## src/rtl/redcim_bf16_accum_if.sv

```systemverilog
// Stream bundle for the BF16 group accumulator: element input and group-sum output.
interface redcim_bf16_accum_if;
  logic        in_valid;
  logic        in_ready;
  logic [15:0] in_data;
  logic        in_last;
  logic        out_valid;
  logic        out_ready;
  logic [15:0] out_data;

  modport master (output in_valid, in_data, in_last, out_ready,
                  input  in_ready, out_valid, out_data);
  modport slave  (input  in_valid, in_data, in_last, out_ready,
                  output in_ready, out_valid, out_data);
endinterface

```

## src/rtl/redcim_bf16_accum.sv

```systemverilog
// BF16 group accumulator: one element per 4 cycles (WAIT/ALIGN/ADD/NORM), sum emitted on in_last.
// Define REDCIM_ACC_SAT_EN to saturate on exponent overflow instead of producing infinity.
module redcim_bf16_accum #(
  parameter int CNT_W = 8
) (
  input  logic             clk,
  input  logic             rst,
  redcim_bf16_accum_if.slave bus,
  output logic [CNT_W-1:0] acc_count
);

  typedef enum logic [2:0] {WAIT, ALIGN, ADD, NORM, OUT} state_t;
  state_t state, state_nx;

  logic        in_ready, out_valid, xfer;
  logic [15:0] acc_q, op_q, out_q;
  logic        last_q, inf_q;

  // FSM
  always_ff @(posedge clk) begin
    if (rst) state <= WAIT;
    else     state <= state_nx;
  end

  always_comb begin
    state_nx  = state;
    in_ready  = 1'b0;
    out_valid = 1'b0;
    case (state)
      WAIT: begin
        in_ready = !rst;
        if (bus.in_valid && !rst) state_nx = ALIGN;
      end
      ALIGN: state_nx = ADD;
      ADD:   state_nx = NORM;
      NORM:  state_nx = last_q ? OUT : WAIT;
      OUT: begin
        out_valid = 1'b1;
        if (bus.out_ready) state_nx = WAIT;
      end
      default: state_nx = WAIT;
    endcase
  end

  assign xfer          = bus.in_valid && in_ready;
  assign bus.in_ready  = in_ready;
  assign bus.out_valid = out_valid;
  assign bus.out_data  = out_q;

  // ALIGN: hidden one + 7 mantissa + 3 guard bits; zero-exponent operands contribute nothing
  logic [7:0]  ea, eb, big_e, diff;
  logic [10:0] ma_c, mb_c, mx, my;
  logic        sx, sy;
  always_comb begin
    ea   = acc_q[14:7];
    eb   = op_q[14:7];
    ma_c = (ea == 8'd0) ? 11'd0 : {1'b1, acc_q[6:0], 3'b000};
    mb_c = (eb == 8'd0) ? 11'd0 : {1'b1, op_q[6:0], 3'b000};
    if (ea >= eb) begin
      big_e = ea; diff = ea - eb; mx = ma_c; sx = acc_q[15]; my = mb_c; sy = op_q[15];
    end else begin
      big_e = eb; diff = eb - ea; mx = mb_c; sx = op_q[15]; my = ma_c; sy = acc_q[15];
    end
    if (diff >= 8'd11) my = 11'd0;
    else               my = my >> diff;
  end

  logic [7:0]  al_e;
  logic [10:0] al_x, al_y;
  logic        al_sx, al_sy;

  // ADD: sign-magnitude; exact cancellation yields +0
  logic [11:0] sum_c;
  logic        sgn_c;
  always_comb begin
    if (al_sx == al_sy) begin
      sum_c = {1'b0, al_x} + {1'b0, al_y}; sgn_c = al_sx;
    end else if (al_x >= al_y) begin
      sum_c = {1'b0, al_x - al_y}; sgn_c = al_sx;
    end else begin
      sum_c = {1'b0, al_y - al_x}; sgn_c = al_sy;
    end
    if (sum_c == 12'd0) sgn_c = 1'b0;
  end

  logic [11:0] sum_q;
  logic        sgn_q;
  logic [7:0]  exp_q;

  // NORM: carry shifts right, otherwise leading-one shift left; truncate
  logic [3:0]        lz;
  logic              found;
  logic signed [9:0] n_exp;
  logic [6:0]        n_mant;
  logic [15:0]       res;
  logic              ovf;
  always_comb begin
    lz    = 4'd0;
    found = 1'b0;
    for (int i = 10; i >= 0; i--) begin
      if (!found && sum_q[i]) begin
        lz    = 4'(10 - i);
        found = 1'b1;
      end
    end
    if (sum_q[11]) begin
      n_exp  = $signed({2'b00, exp_q}) + 10'sd1;
      n_mant = sum_q[10:4];
    end else begin
      n_exp  = $signed({2'b00, exp_q}) - $signed({6'd0, lz});
      n_mant = 7'((sum_q[10:0] << lz) >> 3);
    end
    ovf = 1'b0;
    res = {sgn_q, n_exp[7:0], n_mant};
    if (sum_q == 12'd0 || n_exp <= 10'sd0) begin
      res = 16'h0000;
    end else if (n_exp >= 10'sd255) begin
      ovf = 1'b1;
`ifdef REDCIM_ACC_SAT_EN
      res = {sgn_q, 15'h7F7F};
`else
      res = {sgn_q, 15'h7F80};
`endif
    end
    if (inf_q) res = acc_q;
  end

  always_ff @(posedge clk) begin
    if (rst) begin
      acc_q <= '0; op_q <= '0; out_q <= '0; last_q <= 1'b0; inf_q <= 1'b0;
      acc_count <= '0;
      al_e <= '0; al_x <= '0; al_y <= '0; al_sx <= 1'b0; al_sy <= 1'b0;
      sum_q <= '0; sgn_q <= 1'b0; exp_q <= '0;
    end else begin
      al_e <= big_e; al_x <= mx; al_y <= my; al_sx <= sx; al_sy <= sy;
      sum_q <= sum_c; sgn_q <= sgn_c; exp_q <= al_e;
      case (state)
        WAIT: if (xfer) begin
          op_q   <= bus.in_data;
          last_q <= bus.in_last;
          if (acc_count != '1) acc_count <= acc_count + CNT_W'(1);
        end
        NORM: begin
          acc_q <= res;
`ifdef REDCIM_ACC_SAT_EN
          inf_q <= 1'b0;
`else
          inf_q <= inf_q | ovf;
`endif
          if (last_q) out_q <= res;
        end
        OUT: if (bus.out_ready) begin
          acc_q <= '0; inf_q <= 1'b0; acc_count <= '0;
        end
        default: ;
      endcase
    end
  end

endmodule

```

## src/flat_wrapper.sv

```systemverilog
// flat-port wrapper written by rule: the top's interface ports become plain ports
module redcim_bf16_accum_flat 
#(
  parameter int CNT_W = 8
)
  (clk, rst, acc_count, bus_in_valid, bus_in_data, bus_in_last, bus_out_ready, bus_in_ready, bus_out_valid, bus_out_data);
  redcim_bf16_accum_if bus_i ();
  input  logic clk;
  input  logic rst;
  output logic [CNT_W-1:0] acc_count;
  input wire logic [$bits(bus_i.in_valid)-1:0] bus_in_valid;
  input wire logic [$bits(bus_i.in_data)-1:0] bus_in_data;
  input wire logic [$bits(bus_i.in_last)-1:0] bus_in_last;
  input wire logic [$bits(bus_i.out_ready)-1:0] bus_out_ready;
  output wire logic [$bits(bus_i.in_ready)-1:0] bus_in_ready;
  output wire logic [$bits(bus_i.out_valid)-1:0] bus_out_valid;
  output wire logic [$bits(bus_i.out_data)-1:0] bus_out_data;
  assign bus_i.in_valid = bus_in_valid;
  assign bus_i.in_data = bus_in_data;
  assign bus_i.in_last = bus_in_last;
  assign bus_i.out_ready = bus_out_ready;
  assign bus_in_ready = bus_i.in_ready;
  assign bus_out_valid = bus_i.out_valid;
  assign bus_out_data = bus_i.out_data;
  redcim_bf16_accum #(.CNT_W(CNT_W)) u_core (.clk(clk), .rst(rst), .bus(bus_i), .acc_count(acc_count));
endmodule
```

## config.mk

```make
export PLATFORM = sky130hd
export DESIGN_NAME = redcim_bf16_accum_flat
export DESIGN_NICKNAME = d
export VERILOG_FILES = /design/src/rtl/redcim_bf16_accum_if.sv /design/src/rtl/redcim_bf16_accum.sv /design/src/flat_wrapper.sv
export SDC_FILE = /design/constraint.sdc
export NUM_CORES = 1
export LEC_CHECK = 0
export ABC_AREA = 1
export CAP_MARGIN = 20
export CORE_UTILIZATION = 35
export DETAILED_ROUTE_END_ITERATION = 10
export PLACE_DENSITY = 0.52
export SYNTH_ARGS = -nofsm -noshare
export SYNTH_HDL_FRONTEND = slang
export SYNTH_SLANG_ARGS = --single-unit
```

## constraint.sdc

```tcl
create_clock -name clk -period 3.7 [get_ports clk]
set_input_delay 0.925 -clock clk [delete_from_list [all_inputs] [get_ports clk]]
set_output_delay 0.925 -clock clk [all_outputs]
set_load 0.05 [all_outputs]
```

---- Word level (Yosys, flattened, before mapping) ----
Cells that the tools add are included.
word-level totals
  register bits after elaboration ......... 114
  bits of input ports ..................... 21
  output and inout bits ................... 26
  logic and storage cells ................. 132
cells by class
  add/sub/neg operators ................... 8
  magnitude comparators ................... 5
  eq/ne operators ......................... 10
  shift-type cells ........................ 2
  mux-type cells .......................... 53
  bitwise operators ....................... 1
  reductions and logical operators ........ 38
operator list
  cell                   count
  $mux W11               5
  $mux W16               3
  $mux W8                5
  $pmux W16 S2           1
  $logic_not A12 Y1      2
  $sub A11 B11 Y11       2
  $mux W3                7
  $mux W1                20
  $logic_not A8 Y1       2
  $pmux W8 S2            1
  $sub A8 B8 Y8          2
  $mux W15               1
  $pmux W3 S5            1
  $add A11 B11 Y12       1
  $logic_and A1 B1 Y1    12
  $mux W12               1
  $mux W4                3
  $ge A11 B11 Y1         1
  $logic_not A1 Y1       11
  $shl A11 B4 Y10        1
  $shr A11 B8 Y11        1
  $ge A10 B9 Y1 const B  1
  $le A10 B1 Y1 const B  1
  $mux W10               1
  other kinds (22)       31

---- Logic depth before layout (Yosys ltp) ----
  depth after elaboration ................. 38
  depth in mapped cells ................... 28
  depth with buffers taken out ............ 27

---- Least setup slack after synthesis ----
No wires, ideal clock.
  path kind ............................... input to register
  from .................................... input port rst
  to ...................................... register u_core.acc_count[7]
  library setup time ...................... 80 ps
  data arrival time ....................... 3256 ps
  data required time ...................... 3620 ps
  setup slack ............................. 364 ps
  cell stages on the path ................. 8
  path buffers ............................ 0
  path through ............................ nor3_1 nand2_1 nand2_1 nand2_1 nor2_1 nand3_1 o21bai_1 nor3b_1
between the ends
  cells in the longest elaborated chain, start to end .. 5
RTL lines
  item                                line                      source
  start: declaration                  flat_wrapper.sv:9         input logic rst;
  $logic_not A1 Y1                    redcim_bf16_accum.sv:31   in_ready = !rst;
  $mux W1                             redcim_bf16_accum.sv:29   case (state)
  $logic_and A1 B1 Y1                 redcim_bf16_accum.sv:45   assign xfer = bus.in_valid && in_ready;
  $ne A2 B1 Y1 (no source line)       -
  $reduce_and A4 Y1 (no source line)  -
  end signal: assignment              redcim_bf16_accum.sv:141  if (acc_count != '1) acc_count <= acc_count + CNT_W'(1);
  end: declaration                    redcim_bf16_accum.sv:9    output logic [CNT_W-1:0] acc_count
Several ways; a longest one is shown, not always the timed one.
A chain may end at the register's enable or synchronous reset.

---- Final worst setup path ----
  from .................................... register u_core.sum_q[7]
  to ...................................... register u_core.out_q[0], in the netlist u_core.bus.out_data[0]
between the ends
  cells in the longest elaborated chain, start to end .. 29
  elaborated cells between the ends (all ways) .. 41
  those cells by class .................... add/sub: 1; order compare: 2; shift: 1; mux: 20; reduce/logical: 17
RTL lines
  item                                            line                                                source
  start: declaration                              redcim_bf16_accum.sv:86                             logic [11:0] sum_q;
  start signal: assignment                        redcim_bf16_accum.sv:136                            sum_q <= sum_c; sgn_q <= sgn_c; exp_q <= al_e;
  $logic_and A1 B1 Y1                             redcim_bf16_accum.sv:101                            if (!found && sum_q[i]) begin
  $mux W1                                         redcim_bf16_accum.sv:101
  $logic_not A1 Y1                                redcim_bf16_accum.sv:101
  $logic_and A1 B1 Y1                             redcim_bf16_accum.sv:101
  $mux W1                                         redcim_bf16_accum.sv:101
  $logic_not A1 Y1                                redcim_bf16_accum.sv:101
  $logic_and A1 B1 Y1                             redcim_bf16_accum.sv:101
  $mux W1                                         redcim_bf16_accum.sv:101
  (+13 left out)                                  -
  $logic_and A1 B1 Y1                             redcim_bf16_accum.sv:101
  $mux W4                                         redcim_bf16_accum.sv:101
  $sub A8 B4 Y9                                   redcim_bf16_accum.sv:110                            n_exp = $signed({2'b00, exp_q}) - $signed({6'd0, lz});
  $mux W10                                        redcim_bf16_accum.sv:106                            if (sum_q[11]) begin
  $ge A10 B9 Y1 or $le A10 B1 Y1 (tied branches)  redcim_bf16_accum.sv:117, redcim_bf16_accum.sv:115
  $mux W15 or $logic_or A1 B1 Y1 (tied branches)  redcim_bf16_accum.sv:117, redcim_bf16_accum.sv:115
  $mux W16 *                                      redcim_bf16_accum.sv:115                            if (sum_q == 12'd0 || n_exp <= 10'sd0) begin
  $mux W16 *                                      redcim_bf16_accum.sv:125                            if (inf_q) res = acc_q;
  end signal: assignment                          redcim_bf16_accum.sv:150                            if (last_q) out_q <= res;
  end: declaration                                redcim_bf16_accum.sv:16                             logic [15:0] acc_q, op_q, out_q;
Mark *: on every way between the ends. The rest lies on a longest branch, timed or not.

==> flow_summary.toml <==
[critical_path]
critical_path_class = "reg2reg"
crit_path_end_kind = "flop"
worst_ep_required_time_ps = 3960
worstPathMaxFanout = 10
crit_arrival_ps = 3520
start_kind = "flop"

[run_status]
status = "finished clean"

[drt]
vias_per_cell = 4.85
first_pass_iters = 7
vias = 7413
wl_per_cell_um = 14.1
antenna_left = 0
routed_wl_mm = 21.5
drt_iter0_drc = 334
drc = 0

[synthesis]
synthFlopType = "dfxtp_1"
synth.avg_cell_area_um2 = 6.40
synth-edff-count = 0
ys_top_cells_by_area = "dfxtp_1 (29%), nand2_1 (16%), inv_1 (8.1%)"
synthArstFlopShare_pct = 0
synthCells = 1210
synth_top_area_share_pct = 28.7
synthDistinctLibCells = 47
yosys.area.top_type = "dfxtp_1"
ys_seq_area_share_pct = 28.7
yosys_warnings = 0
ys_seq_elements = 111
syn_area_mm2 = 0.00774
synth_nets = 1281

[place]
place.gp.congestion = 0.868
numPortBuffers = 46
place_hpwl_mm = 16.8
pre_cts_ws_ps = 349

[clock_network]
clkSinkCount = 111
holdBufCountCts = 0
htree_levels = 3
clk_pin_slew_worst_paths_ps = 90
clock_latency_ps = 360
cts.path.max_buffers = 2
cts_tree = "done"
cts-buffers-inserted = 9
cts-root-buf = "clkbuf_16"

[die]
rows = 54
dieArea_mm2 = 0.0227
die_width_um = 151
core_mm2 = 0.0218
initial_utilization_pct = 35.6
ioPinCount = 47
die_h_um = 151

[global_routing]
grt_remaining_overflow = 0
track_usage_pct = 19.7
grt_max_degree = 66
grt_pass1_vias = 6928
antenna_found_initial = 0
grt_pass1_wl_mm = 34.9

[final_layout]
multi_input_area_mm2 = 0.00465
fill_cells = 2376
final_core_util_pct = 40.4
final_common_cell = "nand2_1"
nets = 1314
diodes = 0
final_cell_mix = "nand2_1 (321), inv_1 (167), dfxtp_1 (110), a21oi_1 (109), nand3_1 (105)"
drive_gt1_share_pct = 6.41
area_growth_pct = 13.6
final-seq-area_mm2 = 0.00222

[power]
peakVddDrop_v = 0.000292
total_power_mw = 5.95
p_per_area_mw_per_mm2 = 677
p_leak_nw = 4.11

[timing]
rsz0062_at_grt = "false"
fin_ws_ps = 444
slew_headroom_pct = 51.8
skew_ps = 14.2
worstMarginPinSlew_ps = 724
setup_viol = 0
setup_tns_ps = 0
fin_crit_sh_pct = 88.0
fin_crit_ps = 3260
hold_viol = 0
finalMaxSlewViolations = 0
fmax_mhz = 307

[run]
maxCapViolCount = 0

[min_path]
hold_path_class = "reg2reg"
## kinds of logic (layout without fill, tap and decap cells)
group	Yosys count	after routing	share of synthesized area (%)
simple gates	589	589	33.8
compound gates	219	219	15.0
buf+inv	218	256	11.3
flops	111	111	28.7
fa+ha+maj	50	50	8.56
xor+xnor	23	23	2.60
## worst max-delay path, cell delays in order, from the launching register on
cell and delay, ps:
dfxtp_1 370, nor2_2 170, nand2_1 130, nor2_4 190, nand3_4 140, nand2_1 130
ha_1 170, fa_1 420, nand2_1 70, o21ai_0 140, nor2_1 140, nand3_1 100
nor2_1 120, nand3_1 100, a21oi_1 180, nor2_1 70, buf_4 160, nand2_1 70
nand2_1 90, o21ai_0 150, inv_1 50
## report_power, final
group	switching (mW)	total, mW	internal, mW
registers	0.104	1.42	1.32
logic	2.38	3.55	1.16
clock network	0.505	0.983	0.478
## worst paths after layout
| check | startpoint | to | slack (ps) | depth (start not counted) |
|---|---|---|---|---|
| hold / removal | u_core.al_e[6] | u_core.exp_q[6] | 410 | 2 |
| setup reg to reg | u_core.sum_q[7] | u_core.bus.out_data[0] | 440 | 20 |
| setup / recovery | u_core.sum_q[7] | u_core.bus.out_data[0] | 440 | 20 |
| hold reg to reg | u_core.al_e[6] | u_core.exp_q[6] | 410 | 2 |
## stage by stage
| stage | instance area (um^2) | std cells | hold slack (ps) |
|---|---|---|---|
| final | 8800 | 1528 | 410 |
| after global routing | 8800 | 1528 | 430 |
| after CTS | 8730 | 1523 | 411 |
| after detailed placement | 8430 | 1507 | 399 |
| after global placement | 8430 | 1507 | 399 |
| after floorplan | 7740 | 1210 | 388 |
## registers in the layout, indices dropped and copies added (netlist names)
register and count:
u_core.sgn_q 1, u_core.last_q 1, u_core.exp_q 8, u_core.bus.out_data 16, u_core.acc_q 16, u_core.acc_count 8
u_core.al_y 11, u_core.op_q 16, u_core.al_sx 1, u_core.al_e 8, u_core.sum_q 12, u_core.al_x 8
u_core.al_sy 1, u_core.state 3, u_core.inf_q 1
## synthesized netlist by cell type, drive strengths merged, types with 2 or more instances
master  count
o211ai      2
or2         6
ha         45
fa          5
clkbuf     22
nor3        9
o21a        3
o32ai       4
nand2     333
buf        19
nand3     109
a21oi     109
o21bai      2
clkinv      4
a21boi      2
a21o        3
dfxtp     111
nor2      100
nand4      28
xor2       17
o21ai      89
inv       173
xnor2       6
nor3b       2
## cell type report
cell class	count	share of cell area (%)
multi-input cells	881	52.9
flip-flops and latches	111	25.3
inverters	177	7.59
repair buffers	62	6.77
well taps	280	3.98
clock buffers	9	2.56
clock inverters	7	0.839
repair inverters	1	0.0853
## layer usage
| metal | vias to the layer above | GRT usage (%) | part of all wire (%) | wire length, um |
|---|---|---|---|---|
| met2 | 131 | 34.0 | 48 | 10400 |
| met5 | - | 0 | 0 | 0 |
| met4 | 0 | 5.00 | 1.7 | 362 |
| met1 | 3293 | 25.6 | 47 | 10000 |
| li1 | 3957 | - | - | - |
| met3 | 32 | 2.55 | 3.3 | 701 |
## what timing repair did
item                       CTS  global route
gates resized for setup      0             5
setup endpoints to repair    0            24
buffers inserted             0             3
Note: power is estimated with default switching activity, not from simulation.
